## config.mk

```make
export PLATFORM = sky130hd
export DESIGN_NAME = cipher_seq
export DESIGN_NICKNAME = d
export VERILOG_FILES = /design/src/rtl/cipher_seq.sv
export SDC_FILE = /design/constraint.sdc
export NUM_CORES = 1
export LEC_CHECK = 0
export ABC_AREA = 1
export CORE_MARGIN = 2
export CORE_UTILIZATION = 49
export DETAILED_ROUTE_END_ITERATION = 10
export GPL_TIMING_DRIVEN = 0
export PLACE_DENSITY = 0.73
export SYNTH_ARGS = -nofsm -noshare
export SYNTH_HDL_FRONTEND = slang
export SYNTH_SLANG_ARGS = --single-unit
```

## constraint.sdc

```tcl
create_clock -name clk -period 3.5 [get_ports clk]
set_input_delay 1.05 -clock clk [delete_from_list [all_inputs] [get_ports clk]]
set_output_delay 1.05 -clock clk [all_outputs]
set_load 0.01 [all_outputs]
```

## src/rtl/cipher_seq.sv

```systemverilog
// Round-based add-rotate-xor sequencer over a 2R/1W register file; done fires ROUNDS+3 cycles after start.
// No backpressure: start is only honoured in IDLE and is dropped, not queued, while busy.
module cipher_seq #(
  parameter int WIDTH  = 9,
  parameter int ADDR_W = 2,
  parameter int ROUNDS = 4
) (
  input  logic              clk,
  input  logic              rst,
  input  logic              start,
  input  logic              mode,
  input  logic [ADDR_W-1:0] src_addr,
  input  logic [ADDR_W-1:0] key_addr,
  input  logic [ADDR_W-1:0] dst_addr,
  output logic [ADDR_W-1:0] rd0_addr,
  output logic [ADDR_W-1:0] rd1_addr,
  input  logic [WIDTH-1:0]  rd0_data,
  input  logic [WIDTH-1:0]  rd1_data,
  output logic              wr_en,
  output logic [ADDR_W-1:0] wr_addr,
  output logic [WIDTH-1:0]  wr_data,
  output logic              busy,
  output logic              done
);

  localparam logic [2:0] S_IDLE  = 3'd0;
  localparam logic [2:0] S_LOAD  = 3'd1;
  localparam logic [2:0] S_ROUND = 3'd2;
  localparam logic [2:0] S_WRITE = 3'd3;
  localparam logic [2:0] S_DONE  = 3'd4;

  localparam logic [3:0] LAST_R = 4'(ROUNDS - 1);

  logic [2:0]        state_q, state_d;
  logic              mode_q, mode_d;
  logic [ADDR_W-1:0] src_q, src_d, key_q, key_d, dst_q, dst_d;
  logic [WIDTH-1:0]  d_q, d_d, k_q, k_d;
  logic [3:0]        r_q, r_d;
  logic [ADDR_W-1:0] wa_q, wa_d;
  logic [WIDTH-1:0]  wd_q, wd_d;

  logic [3:0]        idx;
  logic [WIDTH-1:0]  k_i, enc_x, enc_out, dec_y, dec_out, round_out;

  // Decrypt walks the round keys in reverse so it undoes encrypt round by round.
  always_comb begin
    idx       = mode_q ? (LAST_R - r_q) : r_q;
    k_i       = k_q + WIDTH'(idx);
    enc_x     = d_q ^ k_i;
    enc_out   = {enc_x[WIDTH-2:0], enc_x[WIDTH-1]} + k_i;
    dec_y     = d_q - k_i;
    dec_out   = {dec_y[0], dec_y[WIDTH-1:1]} ^ k_i;
    round_out = mode_q ? dec_out : enc_out;
  end

  always_comb begin
    state_d = state_q;
    mode_d  = mode_q;
    src_d   = src_q;
    key_d   = key_q;
    dst_d   = dst_q;
    d_d     = d_q;
    k_d     = k_q;
    r_d     = r_q;
    wa_d    = wa_q;
    wd_d    = wd_q;
    case (state_q)
      S_IDLE: begin
        if (start) begin
          mode_d  = mode;
          src_d   = src_addr;
          key_d   = key_addr;
          dst_d   = dst_addr;
          state_d = S_LOAD;
        end
      end
      S_LOAD: begin
        d_d     = rd0_data;
        k_d     = rd1_data;
        r_d     = 4'd0;
        state_d = S_ROUND;
      end
      S_ROUND: begin
        d_d = round_out;
        if (r_q == LAST_R) begin
          // Write port registers are loaded here so they hold between operations.
          wa_d    = dst_q;
          wd_d    = round_out;
          state_d = S_WRITE;
        end else begin
          r_d = r_q + 4'd1;
        end
      end
      S_WRITE: state_d = S_DONE;
      S_DONE:  state_d = S_IDLE;
      default: state_d = S_IDLE;
    endcase
  end

  always_ff @(posedge clk or posedge rst) begin
    if (rst) begin
      state_q <= S_IDLE;
      mode_q  <= 1'b0;
      src_q   <= '0;
      key_q   <= '0;
      dst_q   <= '0;
      d_q     <= '0;
      k_q     <= '0;
      r_q     <= 4'd0;
      wa_q    <= '0;
      wd_q    <= '0;
    end else begin
      state_q <= state_d;
      mode_q  <= mode_d;
      src_q   <= src_d;
      key_q   <= key_d;
      dst_q   <= dst_d;
      d_q     <= d_d;
      k_q     <= k_d;
      r_q     <= r_d;
      wa_q    <= wa_d;
      wd_q    <= wd_d;
    end
  end

  // Decoded straight from state so an asynchronous reset drops wr_en at once.
  assign busy     = (state_q != S_IDLE);
  assign done     = (state_q == S_DONE);
  assign wr_en    = (state_q == S_WRITE);
  assign wr_addr  = wa_q;
  assign wr_data  = wd_q;
  assign rd0_addr = busy ? src_q : '0;
  assign rd1_addr = busy ? key_q : '0;

endmodule

```

==> impl_results.md, run 1 <==
- Outcome: finished, final reports clean
- Die Area: a little under 7000 µm²
- CTS root buf: clkbuf_8
- FF+latch count, synth: 43
- Compound-cell area share of the yosys netlist: approximately a tenth
- Share of post-route cells with drive strength above 1: roughly a fifth
- Synth Flop Type: dfrtp_1
- WS Path Type: register to register
- Vias post-DR: slightly below 3000
- Crit path required time: approximately 3.7 ns
- Synth Area in Adders: between 10% and 20%
- Final setup vio count: 0
- First-pass GRT wire length: approximately 12000 µm
- Largest net degree at the start of global routing: 35
- Share of async-settable or async-resettable flops after synthesis: 100%
- # IOs: 46
- Post-DP HPWL: 5520 µm
- Starting Density: roughly half
- WHS: roughly 0.48 ns
- Num CTS Buffers: 5
- # Max-Cap Violations: 0
- Crit-path cells: xor2_1 -> ha_2 -> inv_2 -> fa_2 -> inv_2 -> nand3_2 -> nand2_4 -> xor2_4 -> inv_2 -> ha_4 -> inv_4 -> ha_4 -> a21oi_2 -> o21ai_2 -> a21oi_2 -> nand3_1 -> nand2_1 -> o21ai_2 -> nand2_1 -> nand3_2
- Total global routing overflow: 0
- Final slew viol count: 0
- Setup TNS: 0 ns
- Synth Net Count: 467
- Period Utilization, post-route: 96.7%
- Maximum clock insertion buffer count: 2
- Fill cell count: ~500
- Register area: 1080 µm²
- CP most frequent cell: inv_2
- Post-synthesis cell count: 414
- Die span in y: 82.6 µm
- Main combinational cell family by area after synthesis: simple AND/OR/NAND/NOR gates
- Mapped Avg Cell Area: between 7 and 8 µm²
- Max FO, Critical Path: 5
- Remaining DRCs: 0
- Drt first pass iters: 5
- Seq/Total Area, Yosys: between 30% and 40%
- WP buf/inv: 4
- Hold crit path type: register to register
- Vias per inst: a little over 5
- Die X: a little over 80 µm
- WL/cell: between 10 and 15 µm
- Placed Cells: between 500 and 600
- Crit. End Element: register
- Total Routed Length: 7850 µm
- Slew @ Worst Pin: around 0.63 ns
- Synth Area in XOR/XNOR: ~5.5%
- Total GRT Usage: 23.7%
- Crit path DAT: 3.58 ns
- Clk slew on worst S/H paths: 0.09 ns
- Final Skew: about 0.0079 ns
- CTS tree: yes
- CTS sink count: 43
- Kind of cell adding the most delay to the critical path: adder cells
- Unrepaired setup endpoints after global routing: yes
- Number of port buffers: 45
- Crit path time final: around 3.4 ns
- Simple-gate share of the synthesized area: a little under 30%
- Worst-Skew Late Latency: ~0.31 ns
- Max stage delay cell, worst path: dfrtp_2
- EDFF count, synth: 0
- Most common cell after layout, fill and taps aside: nand2_1
- Vias in the first global route: 2718
- Fin nets: 537
- Multi-input gate area in the final layout: 2010 µm²
- Hold Violations, Final: 0
- Non-Filler Instances: 560
- Iter 0 DRT Violations: approximately 240
- Slowest Stage Delay on Critical Path: 0.47 ns
- Core box area: 5960 µm²
- H-tree depth: 2
- Post-route ant nets: 0
- Hold-fix buffers, CTS: 0
- Fmax: just under 300 MHz
- Yosys warnings: 0
- Placer Congestion: 0.835
- Synth-to-layout area growth: 36.6%
- Ant diodes: 0
- Synth cell types: 34
- Initial antenna violation count: 0
- Post-synthesis mux area share: 0%
- Commonest cells after routing, fill and taps aside: nand2_1, inv_1, clkdlybuf4s50_1
- Mapped cell area: between 3000 and 4000 µm²
- Setup crit start kind: register
- Slew headroom: between 50% and 60%
- Row cnt: 28
-- cells by family (layout without fill, tap and decap cells) --
kind of cell    count (synthesis)  after routing
compound gates                 53             53
buf+inv                        68            139
xor+xnor                       18             18
simple gates                  207            207
flops                          43             43
fa+ha+maj                      25             25
-- per-layer routing --
metal / global-route usage [%] / vias to the layer above / share of wire [%]
met5: 0 / - / 0
met1: 30.5 / 1345 / 43
met2: 40.0 / 71 / 51
met3: 4.46 / 10 / 5.7
li1: - / 1459 / -
met4: 8.03 / 0 / 1.1
-- flip-flops by register name, indices dropped and copies added (netlist names) --
signal / cells
state_q: 3
wr_addr: 2
src_q: 2
r_q: 4
d_q: 9
k_q: 9
wr_data: 9
dst_q: 2
mode_q: 1
key_q: 2
-- path summary, 6_finish.rpt --
check                      startpoint         end  slack [ns]  cells past startpoint
setup reg to reg               mode_q      d_q[8]        0.11                     20
min in group asynchronous         rst    key_q[1]        0.98                      2
max in group asynchronous         rst      d_q[8]        2.06                      3
hold reg to reg            wr_data[7]  wr_data[7]        0.48                      2
hold / removal             wr_data[7]  wr_data[7]        0.48                      2
setup / recovery               mode_q      d_q[8]        0.11                     20
-- cell usage after synthesis (3+ instances only) --
library cell	count	area share, %
xor2_1	12	3.5
inv_1	58	7.2
nor3_1	5	0.83
ha_1	22	9.1
a22o_1	3	0.87
nand2_1	127	16
nand3_1	40	6.6
a21oi_1	23	3.8
fa_1	3	2.0
o21ai_0	20	3.3
nor2_1	21	2.6
o211ai_1	3	0.74
clkbuf_1	3	0.37
xnor2_1	5	1.4
inv_2	4	0.50
dfrtp_1	43	36
-- layout make-up --
class | count | area share, %
Buffer | 5 | 0.574
Clock buffer | 6 | 1.99
Clock inverter | 2 | 0.393
Inverter | 62 | 5.68
Multi-Input combinational cell | 303 | 48.4
Sequential cell | 43 | 26.0
Tap cell | 75 | 2.27
Timing Repair Buffer | 64 | 14.6
-- what timing repair did --
item	CTS	global route
hold endpoints to repair	0	0
endpoints found under the setup margin	10	10
pin swaps	3	20
gates resized for setup	19	48
buffers inserted	5	13
-- worst reg2reg max path: stages, from the launching register on --
cell	delay [ns]
dfrtp_2	0.47
xor2_1	0.16
ha_2	0.21
inv_2	0.04
fa_2	0.42
inv_2	0.08
nand3_2	0.08
nand2_4	0.17
xor2_4	0.20
inv_2	0.08
ha_4	0.29
inv_4	0.05
ha_4	0.25
a21oi_2	0.19
o21ai_2	0.09
a21oi_2	0.12
nand3_1	0.09
nand2_1	0.08
o21ai_2	0.09
nand2_1	0.08
nand3_2	0.06
-- per-stage QoR --
step	worst slack [ns]	util (%)	cell area (µm²)
floorplan	0.136	-	3030
global placement	-0.392	60.0	3570
detailed placement	-0.408	60.4	3590
CTS	0.00832	64.5	3840
global route	-0.0754	69.5	4140
finish	0.114	69.5	4140
Power of run 1 is not shown: default switching activity piles up to over one toggle a cycle in this logic, so the estimate is an artifact.
==> run 2: changes to the inputs <==
- MAX_ROUTING_LAYER: not set -> met4
==> impl_results.md, run 2 (synthesis gave the netlist of run 1 again) <==
- Fmax: 292 MHz
- Most common cell after layout, fill and taps aside: nand2_1
- Setup slack, reg-to-reg: about 0.076 ns
- Setup crit start: mode_q
- Total GRT Usage: 25.4%
- Ant diodes: 0
- Starting Density: between 50 and 60%
- Crit path required time: ~3.7 ns
- Slew @ Worst Pin: about 0.62 ns
- Post-route ant nets: 0
- First-pass GRT wire length: 12800 µm
- Vias post-DR: around 2900
- # IOs: 46
- End of the critical path: d_q[8]
- Die Area: approximately 6800 µm²
- Setup crit start kind: register
- Clk slew on worst S/H paths: 0.09 ns
- Die span in y: between 80 and 90 µm
- Worst-Skew Late Latency: between 0.3 and 0.4 ns
- Final setup vio count: 0
- Largest net degree at the start of global routing: 33
- Share of post-route cells with drive strength above 1: approximately a fifth
- Core box area: slightly below 6000 µm²
- Total Routed Length: 7820 µm
- Max FO, Critical Path: 5
- Synth-to-layout area growth: 36.3%
- WHS: 0.482 ns
- Vias per inst: between 5 and 6
- WS Path Type: register to register
- Crit path DAT: 3.62 ns
- FF-to-FF path depth: 21
- R2R Path End: d_q[8]
- Crit path time final: between 3 and 4 ns
- WL/cell: between 10 and 15 µm
- Fin nets: ~530
- Worst r2r src: mode_q
- # Max-Cap Violations: 0
- Initial antenna violation count: 0
- Row cnt: 28
- Final slew viol count: 0
- Placer Congestion: roughly 0.85
- Hold Violations, Final: 0
- Outcome: finished, final reports clean
- Drt first pass iters: 4
- Iter 0 DRT Violations: around 170
- Crit. End Element: register
- Total global routing overflow: 0
- Post-DP HPWL: between 5000 and 6000 µm
- Number of port buffers: 45
- CTS tree: yes
- Unrepaired setup endpoints after global routing: yes
- Num CTS Buffers: 5
- CTS sink count: 43
- Vias in the first global route: 2832
- CTS root buf: clkbuf_8
- Slew headroom: about three fifths
- Maximum clock insertion buffer count: 2
- Final Skew: around 0.0042 ns
- Hold-fix buffers, CTS: 0
- Worst hold stages: 2
- Period Utilization, post-route: 97.8%
- H-tree depth: 2
- Hold crit path type: register to register
- Die X: slightly above 80 µm
- Remaining DRCs: 0
- Commonest cells after routing, fill and taps aside: nand2_1, inv_1, clkdlybuf4s50_1
-- run 2: per-layer routing --
layer  global-route usage (%)  up-vias  part of all wire [%]
li1                         -     1457                     -
met1                     30.9     1356                    42
met2                     41.5       78                    50
met4                     11.1        0                   2.7
met5                        -        -                     0
met3                     4.46       17                   4.8
-- run 2: worst min path at each step --
stage / from / end / slack (ns)
global route: wr_data[6] / wr_data[6] / 0.51
floorplan: k_q[0] / k_q[0] / 0.45
finish: wr_data[6] / wr_data[6] / 0.48
global placement: wr_data[0] / wr_data[0] / 0.46
detailed placement: wr_data[4] / wr_data[4] / 0.46
CTS: wr_data[4] / wr_data[4] / 0.49
-- run 2: layout make-up --
class,count,area [µm²]
flip-flops and latches,43,1080
repair buffers,61,591
well taps,75,93.8
inverters,62,238
clock inverters,3,43.8
plain buffers,5,23.8
multi-input cells,303,1990
fillers,512,1830
clock buffers,5,68.8
-- run 2: critical path: stages (launching register included) --
cell and delay, ns:
dfrtp_2 0.47, xor2_1 0.16, ha_2 0.20, inv_2 0.04
fa_2 0.40, inv_2 0.09, nand3_4 0.10, nand2_8 0.13
buf_6 0.11, nand3_4 0.07, xor2_4 0.19, ha_4 0.30
inv_4 0.04, ha_4 0.25, a21oi_2 0.13, o21ai_2 0.07
a21oi_2 0.13, nand3_1 0.10, nand2_1 0.08, o21ai_2 0.08
nand2_1 0.09, nand3_2 0.07
-- run 2: timing repair --
| item | in CTS | in global routing |
|---|---|---|
| setup endpoints to repair | 10 | 10 |
| setup buffers | 3 | 12 |
| pin swaps | 3 | 32 |
| gates cloned | 0 | 0 |
| gates resized for setup | 27 | 48 |
-- run 2: stage by stage --
stage	instance area [µm²]	util [%]	setup WS, ns	cells	setup TNS (ns)
2_1_floorplan	3030	-	0.136	414	0
3_3_place_gp	3570	60.0	-0.396	534	-2.75
3_5_place_dp	3590	60.4	-0.483	535	-3.33
4_1_cts	3860	64.8	0.00432	546	0
5_1_grt	4130	69.3	-0.0761	557	-0.346
6_report	4130	69.3	0.0758	557	0
Power of run 2 is left out for the same reason.
